==> config.mk <==
export PLATFORM = sky130hd
export DESIGN_NAME = uart_tx_engine
export DESIGN_NICKNAME = d
export VERILOG_FILES = /design/src/rtl/uart_tx_engine.sv
export SDC_FILE = /design/constraint.sdc
export NUM_CORES = 1
export LEC_CHECK = 0
export CAP_MARGIN = 20
export CORE_ASPECT_RATIO = 0.6
export CORE_MARGIN = 5
export CORE_UTILIZATION = 28
export CTS_CLUSTER_SIZE = 10
export DETAILED_ROUTE_END_ITERATION = 7
export GPL_TIMING_DRIVEN = 0
export MAX_ROUTING_LAYER = met4
export SYNTH_ARGS = -nofsm -noshare
export SYNTH_HDL_FRONTEND = slang
export SYNTH_SLANG_ARGS = --single-unit
==> constraint.sdc <==
create_clock -name clk -period 2.38 [get_ports clk]
set_clock_uncertainty 0.05 [all_clocks]
set_input_delay 0.714 -clock clk [delete_from_list [all_inputs] [get_ports clk]]
set_output_delay 0.714 -clock clk [all_outputs]
set_load 0.03 [all_outputs]
==> src/rtl/uart_tx_engine.sv <==
// UART transmit engine: pops bytes from a show-ahead FIFO and serializes them as
// start / DBIT data (LSB first) / optional parity / stop, with an internal baud divider.
module uart_tx_engine #(
  parameter int DBIT    = 8,
  parameter int SB_TICK = 16,
  parameter int CLK_DIV = 27,
  parameter int PARITY  = 0
) (
  input  logic            clk,
  input  logic            reset,
  input  logic            tx_en,
  input  logic            fifo_empty,
  input  logic [DBIT-1:0] fifo_data,
  output logic            fifo_rd,
  output logic            tx,
  output logic            tx_busy,
  output logic            tx_done_tick
);

  localparam int DIV_W = $clog2(CLK_DIV);
  localparam int S_W   = $clog2((SB_TICK > 16) ? SB_TICK : 16);
  localparam int N_W   = (DBIT > 1) ? $clog2(DBIT) : 1;

  localparam logic [DIV_W-1:0] DIV_LAST  = DIV_W'(CLK_DIV - 1);
  localparam logic [S_W-1:0]   BIT_LAST  = S_W'(15);
  localparam logic [S_W-1:0]   STOP_LAST = S_W'(SB_TICK - 1);
  localparam logic [N_W-1:0]   N_LAST    = N_W'(DBIT - 1);

  typedef enum logic [2:0] {IDLE, START, DATA, PAR, STOP} state_t;

  state_t           state_q, state_d;
  logic [DIV_W-1:0] div_q, div_d;
  logic [S_W-1:0]   s_q, s_d;
  logic [N_W-1:0]   n_q, n_d;
  logic [DBIT-1:0]  b_q, b_d;
  logic             par_q, par_d;
  logic             tx_q, tx_d;
  logic             rd_q, rd_d;
  logic             done_q, done_d;
  logic             s_tick;

  // Odd parity is the inverse of the running XOR of the data bits.
  function automatic logic parity_bit(input logic acc);
    return (PARITY == 2) ? ~acc : acc;
  endfunction

  assign s_tick       = (div_q == DIV_LAST);
  assign fifo_rd      = rd_q;
  assign tx           = tx_q;
  assign tx_busy      = (state_q != IDLE);
  assign tx_done_tick = done_q;

  // tx_d is the line value for the next state, so the pin itself is a flop.
  always_comb begin
    state_d = state_q;
    div_d   = s_tick ? '0 : div_q + 1'b1;
    s_d     = s_q;
    n_d     = n_q;
    b_d     = b_q;
    par_d   = par_q;
    tx_d    = tx_q;
    rd_d    = 1'b0;
    done_d  = 1'b0;
    unique case (state_q)
      IDLE: begin
        tx_d = 1'b1;
        if (tx_en && !fifo_empty) begin
          state_d = START;
          div_d   = '0;
          s_d     = '0;
          n_d     = '0;
          b_d     = fifo_data;
          par_d   = 1'b0;
          tx_d    = 1'b0;
          rd_d    = 1'b1;
        end
      end
      START: begin
        if (s_tick) begin
          if (s_q == BIT_LAST) begin
            state_d = DATA;
            s_d     = '0;
            tx_d    = b_q[0];
          end else begin
            s_d = s_q + 1'b1;
          end
        end
      end
      DATA: begin
        if (s_tick) begin
          if (s_q == BIT_LAST) begin
            s_d   = '0;
            b_d   = b_q >> 1;
            par_d = par_q ^ b_q[0];
            n_d   = n_q + 1'b1;
            if (n_q == N_LAST) begin
              if (PARITY != 0) begin
                state_d = PAR;
                tx_d    = parity_bit(par_q ^ b_q[0]);
              end else begin
                state_d = STOP;
                tx_d    = 1'b1;
              end
            end else begin
              tx_d = b_d[0];
            end
          end else begin
            s_d = s_q + 1'b1;
          end
        end
      end
      PAR: begin
        if (s_tick) begin
          if (s_q == BIT_LAST) begin
            state_d = STOP;
            s_d     = '0;
            tx_d    = 1'b1;
          end else begin
            s_d = s_q + 1'b1;
          end
        end
      end
      STOP: begin
        if (s_tick) begin
          if (s_q == STOP_LAST) begin
            state_d = IDLE;
            s_d     = '0;
            done_d  = 1'b1;
          end else begin
            s_d = s_q + 1'b1;
          end
        end
      end
      default: begin
        state_d = IDLE;
        tx_d    = 1'b1;
      end
    endcase
  end

  always_ff @(posedge clk or posedge reset) begin
    if (reset) begin
      state_q <= IDLE;
      div_q   <= '0;
      s_q     <= '0;
      n_q     <= '0;
      b_q     <= '0;
      par_q   <= 1'b0;
      tx_q    <= 1'b1;
      rd_q    <= 1'b0;
      done_q  <= 1'b0;
    end else begin
      state_q <= state_d;
      div_q   <= div_d;
      s_q     <= s_d;
      n_q     <= n_d;
      b_q     <= b_d;
      par_q   <= par_d;
      tx_q    <= tx_d;
      rd_q    <= rd_d;
      done_q  <= done_d;
    end
  end

endmodule
* Word level (Yosys, flattened, before mapping) *
Cells that the tools add are included.
Widths: inputs -> output; s select.

storage, ports and cells
  output and inout port bits = 4
  input bits = 12
  register bits = 26

cells by class
  reduce and logical (&&, ||, !) cells = 11
  add/sub/neg operators = 3
  equality and inequality tests = 18
  mux-type cells = 40
  bitwise logic cells = 1

operators with widths
  operator             count
  $mux 3               13
  $mux 8               3
  $ne 2x2->1 const B   10
  $pmux 8 s2           1
  $mux 5               3
  $pmux 3 s5           1
  $mux 1               13
  $mux 4               3
  $reduce_and 10->1    1
  $pmux 4 s2           1
  $reduce_and 7->1     1
  $eq 3x2->1 const B   2
  $eq 3x3->1 const B   2
  $pmux 3 s2           1
  $add 5x1->5 const B  1
  $eq 5x5->1 const B   1
  $pmux 1 s5           1
  $add 4x1->4 const B  1
  $eq 4x4->1 const B   1
  $reduce_and 4->1     1
  $reduce_bool 2->1    2
  $reduce_or 4->1      1
  $add 3x1->3 const B  1
  $eq 3x1->1 const B   1
  other kinds (7)      7

* Logic depth before layout (Yosys ltp) *
Gate-level depths: netlist (run 1).

  depth after elaboration = 5
  gate-level depth with buffers = 6

* Worst setup path after synthesis (run 1) *
Ideal clock, no wire load.

  path type = input to register
  from = in fifo_empty
  to = reg b_q[0]
  path slack = 0.482 ns
  stages on the path = 5
  data arrival time = 1.723 ns
  path buffers = 1
  data required time = 2.205 ns
  cell sequence = nand2b_1 > nor4_4 > o22ai_2 > buf_6 > mux2_2

on the way
  word-level cells in the longest chain between the ends = 4

ends and longest elaborated chain
  element                            RTL line  RTL
  start, declared                    12        input logic fifo_empty,
  $logic_not 1->1                    67        if (tx_en && !fifo_empty) begin
  $logic_and 1x1->1                  67
  $ne 2x2->1 (no source line)        -
  $reduce_and 4->1 (no source line)  -
  end signal, assigned               147       b_q <= '0;
  end signal, assigned               157       b_q <= b_d;
  end, declared                      35        logic [DBIT-1:0] b_q, b_d;

No other way between the ends.
A chain may end at the register's enable or synchronous reset.

* Worst setup path in the final report (run 1) *
  from = reg state_q[0]
  to = out tx_busy

on the way
  word-level cells in the longest chain between the ends = 1

ends and longest elaborated chain
  element                 RTL line  RTL
  start, declared         31        state_t state_q, state_d;
  start signal, assigned  153       state_q <= state_d;
  $reduce_bool 3->1       50        assign tx_busy = (state_q != IDLE);
  end, declared           16        output logic tx_busy,

No other way between the ends.

==> results of run 1 <==
[layer usage]
layer	up-vias	track usage, %	wire length [µm]
met5	-	-	0
met4	0	1.51	10
met3	2	2.93	99
met2	16	13.9	1280
met1	448	12.7	1310
li1	456	-	-
[synthesized netlist by cell type (2+ instances only)]
cell type / number / area, µm²
dfrtp_1: 25 / 626
mux2_2: 16 / 180
nor2_1: 12 / 45.0
ha_1: 5 / 62.6
inv_1: 5 / 18.8
mux2i_1: 4 / 40.0
nand2_1: 4 / 15.0
nand3_1: 4 / 20.0
buf_6: 3 / 33.8
nand2b_1: 3 / 18.8
nor3_1: 3 / 15.0
a21oi_1: 2 / 10.0
a32o_1: 2 / 20.0
and4b_1: 2 / 20.0
o21ai_0: 2 / 10.0
xnor2_1: 2 / 17.5
xor2_1: 2 / 17.5
[state kept, by name, summed over array words and instances (netlist names)]
register and cells:
b_q 8, n_q 3, tx 1, state_q 3, tx_done_tick 1, div_q 5
fifo_rd 1, s_q 4
[stage by stage]
step	power [µW]	instances	hold WS (ns)	utilization, %
2_1_floorplan	1110	115	0.402	-
3_3_place_gp	1220	193	0.415	34.5
3_5_place_dp	1270	193	0.435	34.5
4_1_cts	1520	197	0.448	35.4
5_1_grt	1620	198	0.471	36.1
6_report	1500	198	0.448	36.1
[power breakdown]
| part | internal [µW] | switching (µW) |
|---|---|---|
| Clock | 120 | 133 |
| Combinational | 283 | 252 |
| Sequential | 601 | 117 |
| Total | 1000 | 501 |
[cells by family after synthesis]
group / Yosys count
compound gates: 14
xor+xnor: 4
flops: 26
mux: 20
fa+ha+maj: 5
simple gates: 36
buf+inv: 10
[worst max-delay path: stages (launching register included)]
cell	delay (ns)
dfrtp_1	0.44
buf_4	0.21
nor2_2	0.17
nand2_1	0.08
dlygate4sd2_1	0.35
[worst max-delay path by stage]
stage | start | to | slack, ns | cells past startpoint
floorplan | fifo_empty | b_q[0] | 0.48 | 5
global placement | fifo_empty | b_q[4] | -0.09 | 6
detailed placement | fifo_empty | n_q[0] | -0.17 | 6
CTS | state_q[0] | tx_busy | 0.004 | 4
global route | state_q[0] | tx_busy | 0.02 | 4
finish | state_q[0] | tx_busy | 0.09 | 4
[layout make-up]
cell class                      count  share of cell area [%]
Clock buffer                        4                    2.68
Multi-Input combinational cell     79                    39.5
Inverter                            5                    1.12
Sequential cell                    26                    38.8
Timing Repair Buffer               16                    10.5
Buffer                              5                    2.76
Tap cell                           63                    4.69
[repair_timing]
| item | 4_1_cts | 5_1_grt |
|---|---|---|
| setup buffers | 0 | 0 |
| resized for setup | 1 | 1 |
| endpoints found under the setup margin | 1 | 1 |
==> summary.txt, run 1 <==
Run status
  – Status: completed

Finish
  – Commonest non-fill, non-tap cells in the layout: dfrtp_1, mux2_2, clkdlybuf4s50_1
  – Share of layout cells above drive strength 1: between 20% and 30%
  – Nets: 153
  – Ant diodes: 0
  – Fillers: 461
  – Final non-filler cell area: about 1700 µm²
  – Commonest non-fill, non-tap cell in the layout: dfrtp_1
  – Sequential Area: roughly 650 µm²
  – Area grow syn2layout: 22.0%
  – Multi-input logic area: around 660 µm²

Timing
  – Min Tclk post-route: roughly 2.3 ns
  – Slew Viols, Final: 0
  – Unrepaired setup endpoints after global routing: no
  – Rel. slew slack: about two thirds
  – Worst Slack Setup Final: roughly 0.095 ns
  – Hold Fails Final Rpt: 0
  – FMAX: about 440 MHz
  – Setup violations, final: 0
  – Setup_tns: 0 ns
  – Final Cycle Share: between 90% and 100%
  – Slew @ Worst Pin: about 0.5 ns

Yosys
  – Syn Nets: approximately 130
  – Synth Area in Adders: between 4 and 5%
  – Async SR Flop Fraction: between 90% and 100%
  – Simple-gate share of the synthesized area: roughly 15%
  – Synth warn: 0
  – Cells after synthesis: 115
  – Synth Register Bits: 26
  – Largest family of logic cells by synthesized area: multiplexers
  – Sequential fraction of the synthesis area: 47.3%
  – Syn Area/Cell: 12.0 µm²
  – Most used DFF post-synth: dfrtp_1
  – Compound-cell area share of the yosys netlist: 9.54%
  – Mux contribution to synthesized area: 16.0%
  – Number of flops mapped to enable cells by yosys: 0
  – Post-Synth XOR/XNOR Area: under 10%
  – Netlist cell types: 36
  – Mapped cell area: approximately 1400 µm²

Clock network
  – CTS tree: yes
  – Clock sinks: 26
  – CTS root buf: clkbuf_8
  – Num CTS Buffers: 3
  – CTS clk-pin slew, worst paths: around 0.09 ns
  – H-tree depth: 1
  – CTS Hold Bufs: 0
  – Max Buffers Root-to-Sink: 2
  – Worst skew pair latency: between 0.2 and 0.3 ns

Place
  – Pre-CTS WS: -0.165 ns
  – Area after DPL: roughly 1600 µm²
  – Gp weighted congestion: roughly 0.8
  – IO Port Bufs: 15
  – HPWL after detailed placement: 2.11 mm

Drt
  – Post-route ant nets: 0
  – WL final: 2.70 mm
  – Routed WL per cell: 13.6 µm
  – Vias per cell: roughly 4.7
  – Initial DRT Pass Iterations: 4
  – DRC viols: 0
  – DR vias: between 900 and 1,000
  – DR iter-0 viols: 23

Global routing
  – First-pass GRT wire length: ~4.7 mm
  – GRT Util Overall: under 10%
  – Total gr overflow: 0
  – Number of global-route vias before repair: around 970
  – Initial antenna violation count: 0
  – Largest net degree at the start of global routing: 27

Worst setup path
  – Worst path arrival time: 1.52 ns
  – Flop2flop setup slack: 0.42 ns
  – FF-to-FF Start: state_q[1]
  – Critical Path End Type: primary output
  – R2R depth: 6
  – Critical Path RT: approximately 1.6 ns
  – Startpoint types: flop
  – Kind of critical path: flop to primary output
  – Worst-path fanout max: 10
  – Worst reg2reg endpoint: n_q[0]

Floorplanning
  – Die Ht: between 60 and 70 µm
  – Number of top-level pins: 16
  – Die area: 6470 µm²
  – Initial Utilization: 29.6%
  – Die W: 101 µm
  – Core Box Area: about 4700 µm²
  – FP Rows: 19

Power
  – Pwr Density: roughly 900 nW/µm²
  – VDD IR-drop max: around 0.25 mV
  – Leakage: around 0.0007 µW

Flow run
  – Max-cap violations: 0

Min path
  – Critical hold path startpoint: div_q[0]
  – Hold Path Class: flop to flop
  – Hold Path Stages: 1
  – Hold EP: div_q[0]
No activity file was read; power rests on OpenSTA's default activity.
==> run 2, diff against run 1 <==
ABC_CLOCK_PERIOD_IN_PS = 2380   (was not set)
==> results of run 2 <==
Final layout, timing and power as in run 1 (identical DEF).
